--- config.mk ---
export PLATFORM = sky130hd
export DESIGN_NAME = spatz_issue_buffer
export DESIGN_NICKNAME = d
export VERILOG_FILES = /design/src/rtl/spatz_pkg.sv /design/src/rtl/spatz_issue_fifo.sv /design/src/rtl/spatz_issue_buffer.sv
export SDC_FILE = /design/constraint.sdc
export NUM_CORES = 1
export LEC_CHECK = 0
export CORE_MARGIN = 3
export CORE_UTILIZATION = 45
export CTS_CLUSTER_SIZE = 8
export DETAILED_ROUTE_END_ITERATION = 10
export GPL_ROUTABILITY_DRIVEN = 1
export PLACE_DENSITY = 0.66
export RECOVER_POWER = 50
export SETUP_SLACK_MARGIN = 0.1
export SLEW_MARGIN = 40
export SYNTH_ARGS = -nofsm -noshare
export SYNTH_HDL_FRONTEND = slang
export SYNTH_SLANG_ARGS = --single-unit
export TNS_END_PERCENT = 10
--- constraint.sdc ---
create_clock -name clk_i -period 3.3 [get_ports clk_i]
set_clock_uncertainty 0.15 [all_clocks]
set_input_delay 0.33 -clock clk_i [delete_from_list [all_inputs] [get_ports clk_i]]
set_output_delay 0.33 -clock clk_i [all_outputs]
set_load 0.01 [all_outputs]
--- src/rtl/spatz_pkg.sv ---
// Shared types and default sizes for the Spatz issue buffer.
package spatz_pkg;

    localparam int IdWidth               = 4;
    localparam int VtypeWidth            = 8;
    localparam int VlWidth               = 16;
    localparam int DefaultDepth          = 4;
    localparam int DefaultMaxOutstanding = 8;

    typedef logic [IdWidth-1:0] spatz_id_t;

    // Decoded vector request handed from the controller to the VFU.
    typedef struct packed {
        spatz_id_t              id;
        logic [VtypeWidth-1:0]  vtype;
        logic [VlWidth-1:0]     vl;
        logic [VlWidth-1:0]     vstart;
    } spatz_req_t;

    // VFU completion; the id identifies which issued request retired.
    typedef struct packed {
        spatz_id_t id;
    } vfu_rsp_t;

endpackage

--- src/rtl/spatz_issue_fifo.sv ---
// Generic synchronous FIFO with an occupancy counter; pointers wrap at Depth,
// so Depth does not need to be a power of two.
module spatz_issue_fifo #(
    parameter type T     = logic,
    parameter int  Depth = 4
) (
    input  logic clk_i,
    input  logic rst_i,
    input  logic push_i,
    input  T     data_i,
    input  logic pop_i,
    output T     data_o,
    output logic full_o,
    output logic empty_o
);

    localparam int PtrW = (Depth > 1) ? $clog2(Depth) : 1;
    localparam int CntW = $clog2(Depth + 1);
    localparam logic [PtrW-1:0] LastPtr = PtrW'(Depth - 1);
    localparam logic [CntW-1:0] FullCnt = CntW'(Depth);

    T                mem [Depth];
    logic [PtrW-1:0] wr_ptr_q;
    logic [PtrW-1:0] rd_ptr_q;
    logic [CntW-1:0] cnt_q;
    logic            do_push;
    logic            do_pop;

    assign full_o  = (cnt_q == FullCnt);
    assign empty_o = (cnt_q == '0);
    assign do_push = push_i && !full_o;
    assign do_pop  = pop_i && !empty_o;
    assign data_o  = mem[rd_ptr_q];

    // Storage array: written on push only, no reset needed for payload.
    always_ff @(posedge clk_i) begin
        if (do_push) begin
            mem[wr_ptr_q] <= data_i;
        end
    end

    // Pointer and occupancy bookkeeping; reset empties the queue.
    always_ff @(posedge clk_i) begin
        if (rst_i) begin
            wr_ptr_q <= '0;
            rd_ptr_q <= '0;
            cnt_q    <= '0;
        end else begin
            if (do_push) begin
                wr_ptr_q <= (wr_ptr_q == LastPtr) ? '0 : wr_ptr_q + 1'b1;
            end
            if (do_pop) begin
                rd_ptr_q <= (rd_ptr_q == LastPtr) ? '0 : rd_ptr_q + 1'b1;
            end
            if (do_push && !do_pop) begin
                cnt_q <= cnt_q + 1'b1;
            end else if (!do_push && do_pop) begin
                cnt_q <= cnt_q - 1'b1;
            end
        end
    end

endmodule

--- src/rtl/spatz_issue_buffer.sv ---
// Issue buffer between the Spatz controller and a VFU: buffers decoded
// requests, tracks issued ids in order, and bounds the number of requests
// that are accepted but not yet completed.
module spatz_issue_buffer
    import spatz_pkg::*;
#(
    parameter int Depth          = DefaultDepth,
    parameter int MaxOutstanding = DefaultMaxOutstanding
) (
    input  logic                                clk_i,
    input  logic                                rst_i,
    input  logic                                req_valid_i,
    output logic                                req_ready_o,
    input  spatz_req_t                          req_i,
    output logic                                vfu_req_valid_o,
    input  logic                                vfu_req_ready_i,
    output spatz_req_t                          vfu_req_o,
    input  logic                                vfu_rsp_valid_i,
    input  vfu_rsp_t                            vfu_rsp_i,
    output logic [$clog2(MaxOutstanding+1)-1:0] outstanding_o,
    output logic                                idle_o,
    output logic                                err_o
);

    localparam int OutW = $clog2(MaxOutstanding + 1);
    localparam logic [OutW-1:0] MaxOut = OutW'(MaxOutstanding);

    logic            req_full;
    logic            req_empty;
    logic            infl_full;
    logic            infl_empty;
    spatz_id_t       infl_head;
    logic            push;
    logic            pop;
    logic            rsp_ok;
    logic            rsp_bad;
    logic [OutW-1:0] outstanding_q;
    logic            err_q;

    // Ready depends only on registered state. The in-flight-full term is
    // implied by the credit limit and only keeps that queue from overflowing.
    assign req_ready_o     = !req_full && !infl_full && (outstanding_q < MaxOut);
    assign push            = req_valid_i && req_ready_o;
    assign vfu_req_valid_o = !req_empty;
    assign pop             = vfu_req_valid_o && vfu_req_ready_i;

    // A completion retires the oldest issued id; a mismatch or an empty
    // in-flight queue is a protocol error.
    assign rsp_ok  = vfu_rsp_valid_i && !infl_empty;
    assign rsp_bad = vfu_rsp_valid_i && (infl_empty || (vfu_rsp_i.id != infl_head));

    assign outstanding_o = outstanding_q;
    assign idle_o        = (outstanding_q == '0);
    assign err_o         = err_q;

    spatz_issue_fifo #(
        .T     (spatz_req_t),
        .Depth (Depth)
    ) i_req_fifo (
        .clk_i   (clk_i),
        .rst_i   (rst_i),
        .push_i  (push),
        .data_i  (req_i),
        .pop_i   (pop),
        .data_o  (vfu_req_o),
        .full_o  (req_full),
        .empty_o (req_empty)
    );

    spatz_issue_fifo #(
        .T     (spatz_id_t),
        .Depth (MaxOutstanding)
    ) i_infl_fifo (
        .clk_i   (clk_i),
        .rst_i   (rst_i),
        .push_i  (pop),
        .data_i  (vfu_req_o.id),
        .pop_i   (rsp_ok),
        .data_o  (infl_head),
        .full_o  (infl_full),
        .empty_o (infl_empty)
    );

    // Outstanding credit counter and sticky error flag.
    always_ff @(posedge clk_i) begin
        if (rst_i) begin
            outstanding_q <= '0;
            err_q         <= 1'b0;
        end else begin
            outstanding_q <= outstanding_q + OutW'(push) - OutW'(rsp_ok);
            if (rsp_bad) begin
                err_q <= 1'b1;
            end
        end
    end

endmodule

Yosys cells after proc, flatten, opt, wreduce, memory -nomap -nowiden --
Memory sizes are Yosys's and may differ from the RTL's. A register that Yosys moved wholly into a read port is not among the register bits. Cells that the tools add are included.
Operators by class: $add $sub $neg 10, $lt $le $gt $ge 1, equality and inequality tests 7, multiplexer cells 16, reductions and logical operators 28
Operators by type and width (number):
- 3-bit 2-to-1 mux | 6
- 1-bit logical AND | 14
- 3-bit by 1-bit adder with 3-bit output, second input constant | 3
- 3-bit equality test, second input constant | 3
- 1-bit logical NOT | 8
- 4-bit logical NOT | 2
- 2-bit 2-to-1 mux | 4
- 4-bit 2-to-1 mux | 2
- 2-bit by 1-bit adder with 2-bit output, second input constant | 2
- 4-bit by 1-bit adder with 4-bit output | 1
- 4-bit by 1-bit adder with 4-bit output, second input constant | 1
- 2-bit equality test, second input constant | 2
- 4-bit equality test, second input constant | 1
- 4-bit < comparator, second input constant | 1
- 1-bit 2-to-1 mux | 4
- 4-bit != test | 1
- 2-bit nonzero test | 2
- 4-bit by 1-bit subtractor with 4-bit output | 1
- 4-bit by 1-bit subtractor with 4-bit output, second input constant | 1
- 3-bit logical NOT | 1
- 3-bit by 1-bit subtractor with 3-bit output, second input constant | 1
- 1-bit logical OR | 1
Storage, ports and cells: register bits after elaboration 22, RAM bits 208, bits of input ports 53, output and inout bits 52, word-level logic and storage cells 72, memories kept 2
Memory list:
- i_req_fifo.mem | depth 4, bits a word 44, read ports 1, clocked after memory_dff 1, write ports 1, RTL line spatz_issue_fifo.sv:22 | T mem [Depth];
- i_infl_fifo.mem | depth 8, bits a word 4, read ports 1, clocked after memory_dff 1, write ports 1, RTL line spatz_issue_fifo.sv:22

Depth between registers and ports, before layout --
word-level depth 10, depth in mapped cells 12, gate-level depth less buffers 11

Cells and area by module --
From an unflattened synthesis, not the netlist that was laid out.
Unflattened totals: cells, all modules 443, area total of the unflattened synthesis 9102.5 um^2
By module, submodules not included:
- spatz_issue_fifo (i_req_fifo) | times used 1, cells an instance 280, area each 6852.8 um^2, sequential area each 5465.2 um^2
- spatz_issue_fifo (i_infl_fifo) | times used 1, cells an instance 122, area each 1891.8 um^2, sequential area each 1221.2 um^2
- spatz_issue_buffer | times used 1, cells an instance 41, area each 357.8 um^2, sequential area each 100.1 um^2

Worst setup path after synthesis --
OpenSTA, ideal clock, no wires.
kind reg-to-reg, from register i_infl_fifo.cnt_q[0], to register i_req_fifo.cnt_q[2], library setup time 0.071 ns, arrival time 2.626 ns, required time 3.079 ns, slack 0.453 ns, cell stages (with the launch flop) 11, buffers on the path 1, clock period less this slack 2.847 ns, path through dfxtp_1 nor4b_1 a211oi_1 and2_1 clkbuf_1 ha_1 inv_1 fa_1 xor2_1 or3_1 a21oi_1
On the way: longest elaborated chain between the ends 9, elaborated cells on any way between the ends 11, classes of those cells 1 x eq/ne; 1 x mux; 9 x reduce/logical
Ends and longest elaborated chain:
- start: declaration | RTL line spatz_issue_fifo.sv:25 | logic [CntW-1:0] cnt_q;
- start signal: assignment | RTL line spatz_issue_fifo.sv:56 | cnt_q <= cnt_q + 1'b1;
- start signal: assignment | RTL line spatz_issue_fifo.sv:58 | cnt_q <= cnt_q - 1'b1;
- 4-bit equality test * | RTL line spatz_issue_fifo.sv:29 | assign full_o = (cnt_q == FullCnt);
- 1-bit logical NOT * | RTL line spatz_issue_buffer.sv:42 | assign req_ready_o = !req_full && !infl_full && (outstanding_q < MaxOut);
- 1-bit logical AND * (2 in series) | RTL line spatz_issue_buffer.sv:42
- net req_ready_o | RTL line spatz_issue_buffer.sv:13 | output logic req_ready_o,
- 1-bit logical AND * | RTL line spatz_issue_buffer.sv:43 | assign push = req_valid_i && req_ready_o;
- 1-bit logical AND * | RTL line spatz_issue_fifo.sv:31 | assign do_push = push_i && !full_o;
- net i_req_fifo.do_push | RTL line spatz_issue_fifo.sv:26 | logic do_push;
- 1-bit logical NOT | RTL line spatz_issue_fifo.sv:57 | end else if (!do_push && do_pop) begin
- 1-bit logical AND | RTL line spatz_issue_fifo.sv:57
- 2-bit nonzero test (no source line)
- end signal: assignment | RTL line spatz_issue_fifo.sv:56
- end signal: assignment | RTL line spatz_issue_fifo.sv:58
- end: declaration | RTL line spatz_issue_fifo.sv:25
Mark *: on every way through the listed nets, which the timed path passes. The rest lies on a longest branch. A chain may end at the register's enable or synchronous reset.

==> flow_summary.toml <==
[clocking]
clkSlewWorstSetupHoldPaths_ns = 0.05
tritoncts = "done"
htree_num_levels = 2
ctsResizeCount = 0
cts_buffers = 35
cts_num_sinks = 235
clk_latency_ns = 0.49
cts-root-buf = "clkbuf_16"
clockBufferDepth = 3
cts_setup_buffers = 0
holdBufCountCts = 0

[timing]
slew_headroom_pct = 44.5
tightest_slew_ns = 0.831
finalHoldViolations = 0
fin_tns_setup_ns = 0
min_period_ns = 3.02
finalMaxSlewViolations = 0
period_share_pct = 91.4
max_freq_mhz = 331
grt_setup_unrepaired = "no"
setup_violations = 0

[worst_setup_path]
worst-setup-path-type = "flip-flop to output port"
end_kind = "output port"
reg2reg_slack_ns = 0.36
worstPathMaxFanout = 26
startpoint_type = "flip-flop"
worstPathRequired_ns = 2.82
cp.arrival_ns = 2.54

[status]
status = "completed"

[synth]
synth_common_cells = "208 x edfxtp_1, 49 x mux4_2, 27 x dfxtp_1, 27 x nor2_1, 19 x mux2i_1"
netlist_area_um2 = 8970
ys_async_sr_fraction_pct = 0
synth.largest_area_cell = "edfxtp_1"
synth_enable_flop_cells = 208
synth.distinct_cells = 31
synth.most_common_cell = "edfxtp_1"
yosysTopAreaCellShare_pct = 69.6
avgSynthCellArea_um2 = 20.4
yosysSeqAreaShare_pct = 75.7
ys_warn_count = 0
synth_area_leaders = "edfxtp_1 70%, mux4_2 12%, dfxtp_1 6.0%"
synth_flop_cell = "edfxtp_1"
synth.ff_latch_count = 235
synth.net_count = 513
syn-instance-count = 439

[global_routing]
antenna_found_initial = 4
grt_pass1_vias = 4903
grt_pass1_wl_um = 26700
grt_start_max_net_pins = 45
grtUsageTotal_pct = 15.8
grt-ovfl-total = 0

[floorplanning]
core-area_um2 = 19500
chipWidth_um = 147
initial_core_util_pct = 45.9
die_h_um = 147
dieArea_um2 = 21700
io_pins = 105
rows = 51

[layout]
drive_gt1_share_pct = 18.5
area_growth_pct = 26.9
fin_util_pct = 58.3
seq_area_um2 = 6790
fill_cells = 1485
nets = 651
finalInstanceArea_um2 = 11400
multi_input_area_um2 = 2060

[drt]
vias_per_cell = 5.20
dr.pass1.iters = 4
antenna_left = 0
drc = 0
drtIter0Drc = 238
wl_um = 16300
vias = 4415
wl_per_cell_um = 19.2

[pwr]
pwr_density_cell_nw_per_um2 = 845
combPwrFrac_pct = 25.1
p_leak_nw = 3.80
switching_share_pct = 25.7
internal-power_mw = 7.14
power.switching_mw = 2.47
p_seq_share_pct = 41.7
clockPowerShare_pct = 33.2
peakVddDrop_mv = 0.454

[job]
cap_violations = 0

[place]
io_buffers = 104
place_hpwl_um = 10200
postPlaceCellArea_um2 = 10400
place.gp.congestion = 0.717

[hold_path]
hp-class = "input pin to flip-flop"
-- cell usage in the layout, fill, tap and decap left out, types with 12 or more instances in the layout --
cell,instances
clkbuf_16,37
clkdlybuf4s50_1,54
dfxtp_1,25
dlygate4sd3_1,49
edfxtp_1,208
ha_1,18
inv_1,12
mux2i_1,19
mux4_2,49
nor2_1,27
-- stage by stage --
step / hold slack, ns / power, mW / std cells / setup slack [ns]
3_3_place_gp: 0.329 / 6.48 / 805 / 0.458
3_5_place_dp: 0.333 / 6.54 / 805 / 0.356
6_report: 0.178 / 9.61 / 849 / 0.283
5_1_grt: 0.225 / 10.1 / 849 / 0.122
2_1_floorplan: 0.252 / 5.43 / 439 / 0.453
4_1_cts: 0.297 / 9.80 / 848 / 0.186
-- routing by layer --
layer  up-vias  global-route usage, %  share of wire, %  wire length [µm]
li1       2023                      -                 -                 -
met1      2251                   19.8                41              6740
met2       108                   26.8                51              8260
met3        27                   4.94               6.1               998
met4         6                   4.52               1.5               251
met5         -                      0              0.25                41
-- area by class of cell --
class,instances,share of cell area (%)
antenna,1,0.0220
clock buffer,41,8.27
clock inverter,2,0.440
inverter,12,0.396
multi-input combinational,176,18.1
sequential,235,59.7
tap,265,2.91
timing repair buffer,117,10.1
-- state kept, by name (all words and copies together) (netlist names), named ones only --
register / flops
i_req_fifo.wr_ptr_q: 2
i_infl_fifo.rd_ptr_q: 3
outstanding_o: 4
i_infl_fifo.cnt_q: 4
i_req_fifo.cnt_q: 3
i_infl_fifo.mem: 32
i_req_fifo.mem: 176
i_infl_fifo.wr_ptr_q: 3
err_o: 1
i_req_fifo.rd_ptr_q: 2
-- power groups by stage --
stage | clock network (mW) | registers [mW] | logic, mW
floorplan | 0 | 3.92 | 1.50
global placement | 0 | 4.05 | 2.43
detailed placement | 0 | 4.08 | 2.46
CTS | 3.28 | 4.03 | 2.49
global route | 3.42 | 4.07 | 2.65
finish | 3.19 | 4.01 | 2.41
-- critical path: stages, from the launching register on --
cell and delay (ns):
dfxtp_4 0.68, buf_4 0.30, mux4_2 0.54, clkdlybuf4s50_1 0.51
-- cell families after synthesis --
family	Yosys count	share of synthesized area, %
AO/OA/AOI/OAI	18	1.12
XOR/XNOR	11	1.07
adder cells (fa/ha/maj)	21	3.18
buffers and inverters	28	1.45
flip-flops	235	75.7
multiplexers	68	14.4
AND/OR/NAND/NOR	58	3.10
-- path summary, 6_finish.rpt --
kind	startpoint	endpoint	cells after the start
max	flip-flop	vfu_req_o[13]	3
min	rst_i	outstanding_o[1]$_SDFF_PP0_	2
min reg2reg	i_req_fifo.rd_ptr_q[1]$_SDFFE_PP0P_	flip-flop	2
max reg2reg	i_infl_fifo.cnt_q[0]$_SDFFE_PP0P_	i_req_fifo.cnt_q[2]$_SDFFE_PP0P_	9
No activity file was read; power rests on OpenSTA's default activity.
==> patch (config.mk and constraints unchanged) <==
`outstanding_q` no longer has a reset.
--- a/src/rtl/spatz_issue_buffer.sv
+++ b/src/rtl/spatz_issue_buffer.sv
@@ -84,15 +84,17 @@
     // Outstanding credit counter and sticky error flag.
     always_ff @(posedge clk_i) begin
         if (rst_i) begin
-            outstanding_q <= '0;
             err_q         <= 1'b0;
         end else begin
-            outstanding_q <= outstanding_q + OutW'(push) - OutW'(rsp_ok);
             if (rsp_bad) begin
                 err_q <= 1'b1;
             end
         end
     end
 
+    always_ff @(posedge clk_i) begin
+        outstanding_q <= outstanding_q + OutW'(push) - OutW'(rsp_ok);
+    end
+
 endmodule
 
Formal check against the unedited RTL: not equivalent (Yosys sat finds a counterexample within 4 cycles, from zero or initial values and one cycle with rst_i high).
==> patch against the original RTL <==
Sequential cell count unchanged. Synthesized area hardly changed. Sequential power down 3%. Critical path depth is the same. Maximum frequency down 0.26%. Total power shrank 2.0%. Setup slack got worse by 0.0079 ns. Final area increased by 0.12%. Wire length up 1.8%. Critical path type unchanged.
==> patch: results (changes against the original RTL) <==
** Global routing
- Global Route Usage Sum :: 0.158 (about the same)
- The initial antenna violation count was 4 (unchanged).
- Number of global-route vias before repair :: 5015 (+2.3%)
- Largest net degree at the start of global routing :: 30 (-33%)
- The first-pass GRT wire length was 26800 µm (+0.28%).

** Power and ir drop
- The switching power came to 2450 µW (-0.84%).
- The maximum vdd ir drop was 0.000455 V (+0.20%).
- Leakage power summed over all cells :: 0.00377 µW (-0.88%)

** Placed design
- Placed cell count :: 798 (-0.87%)
- The placed wire-length estimate after detailed placement is 10500 µm (+2.7%).
- The final estimated routing congestion in global placement is 0.771 (+7.5%).

** Detailed routing
- The iteration-0 DRC count of the detailed router is 200 (-16%).
- Post-DR wirelength/cell :: 19.4 µm (+1.3%)
- The average vias per placed instance came to 5.19 (-0.27%).
- The sum of routed wire length over all layers was 16600 µm (+1.8%).

** Worst hold path
- HP Class :: input port to flip-flop

** CTS
- H-tree depth reported by CTS :: 2 (unchanged)
- The post-CTS clock slew at the launch and capture registers of the worst setup and hold paths was 0.05 ns (about the same).
- Number of clock buffers inserted by TritonCTS :: 35 (unchanged)
- The worst-case clock buffer depth came to 3 (unchanged).
- The post-cts gate resize count came to 0 (unchanged).

** Critical path
- The slowest stage of the critical path is the dfxtp_4 cell.
- Maximum net fanout on the critical path :: 18 (-31%)
- Data arrival time of the worst path :: 2.55 ns (about the same)
- The maximum single-stage delay on the critical path is 0.59 ns (-0.09 ns).

** Synthesis
- Synth warnings :: 0 (unchanged)
- Yosys cell types :: 31 (unchanged)
- The number of enable flip-flop cells after synthesis was 208 (unchanged).
- The commonest cells after synthesis are edfxtp_1 (208), mux4_2 (49), dfxtp_1 (27).
- By area the synthesized netlist is led by edfxtp_1 (70%), mux4_2 (12%), dfxtp_1 (6.0%), ha_1 (2.5%), mux2i_1 (2.1%).
- Synthesized Nets :: 511 (-0.39%)
- The gate count of the mapped netlist came to 437 (-0.46%).
- Proportion of synthesized chip area in sequential cells :: 0.756 (about the same)

** Finish
- The final net count came to 644 (-1.1%).
- The filler cell count was 1482 (-0.20%).
- The share of final-layout standard cells stronger than drive strength 1 is 0.176 (-0.00918).

** Status
- Result of the run :: completed

** STA
- Actual slew at the worst max-slew pin :: 0.959 ns (+0.128 ns)

** Run
- The reported max-cap violation count came to 0 (unchanged).
## patch: cell count changes after synthesis, sizes merged
cell	delta
nor2	-3
clkbuf	+1
inv	+1
nor2b	-1
## patch: cell type report
type | count | share of cell area
antenna | 3 | 0.000659
multi-input combinational | 172 | 0.180
sequential | 235 | 0.596
clock inverter | 3 | 0.00264
inverter | 13 | 0.00428
timing repair buffer | 113 | 0.104
tap | 265 | 0.0291
clock buffer | 49 | 0.0842
## patch: layer usage
layer	part of all wire	GRT usage	routed length (µm)
met1	0.42	0.198	6920
met2	0.50	0.267	8310
met3	0.064	0.0500	1060
met4	0.017	0.0475	283
met5	0.00054	0	9
## patch: path summary, 6_finish.rpt
check | startpoint | slack [ns] | end | cells after the start
worst min register to register | i_req_fifo.rd_ptr_q[1]$_SDFFE_PP0P_ | 0.34 | flip-flop | 2
worst min-delay path | vfu_rsp_valid_i | 0.30 | err_o$_SDFFE_PP0P_ | 3
worst max register to register | i_infl_fifo.cnt_q[0]$_SDFFE_PP0P_ | 0.32 | i_req_fifo.cnt_q[2]$_SDFFE_PP0P_ | 9
worst max-delay path | flip-flop | 0.27 | vfu_req_o[16] | 3
## patch: kinds of logic after synthesis
| group | after synthesis | synth area share |
|---|---|---|
| and+or+nand+nor | 54 | 0.0297 |
| adders and majority gates | 21 | 0.0318 |
| AOI/OAI and AO/OA | 18 | 0.0117 |
| DFF | 235 | 0.756 |
| buffers and inverters | 30 | 0.0155 |
| xor gates and xnor gates | 11 | 0.0107 |
| muxes | 68 | 0.144 |
## patch: stage by stage
step / util / total power (µW) / cell area [µm²] / worst slack [ns] / hold WS [ns]
6_report: 0.584 / 9420 / 11400 / 0.275 / 0.304
5_1_grt: 0.583 / 9900 / 11400 / 0.0631 / 0.343
4_1_cts: 0.584 / 9590 / 11400 / 0.204 / 0.284
3_5_place_dp: 0.533 / 6380 / 10400 / 0.363 / 0.327
3_3_place_gp: 0.533 / 6300 / 10400 / 0.488 / 0.324
2_1_floorplan: - / 5290 / 8970 / 0.623 / 0.279
## patch: power groups by stage
| stage | registers (µW) | logic (µW) | clock network [µW] |
|---|---|---|---|
| 5_1_grt | 3950 | 2550 | 3390 |
| 4_1_cts | 3920 | 2430 | 3240 |
| 6_report | 3900 | 2360 | 3160 |
| 3_5_place_dp | 3970 | 2410 | 0 |
| 2_1_floorplan | 3850 | 1440 | 0 |
| 3_3_place_gp | 3940 | 2360 | 0 |
## patch: critical path: cells and delay by family (launching register included)
kind	cells	cell delay, ns
DFF	1	0.59
buffers and inverters	2	0.86
muxes	1	0.59
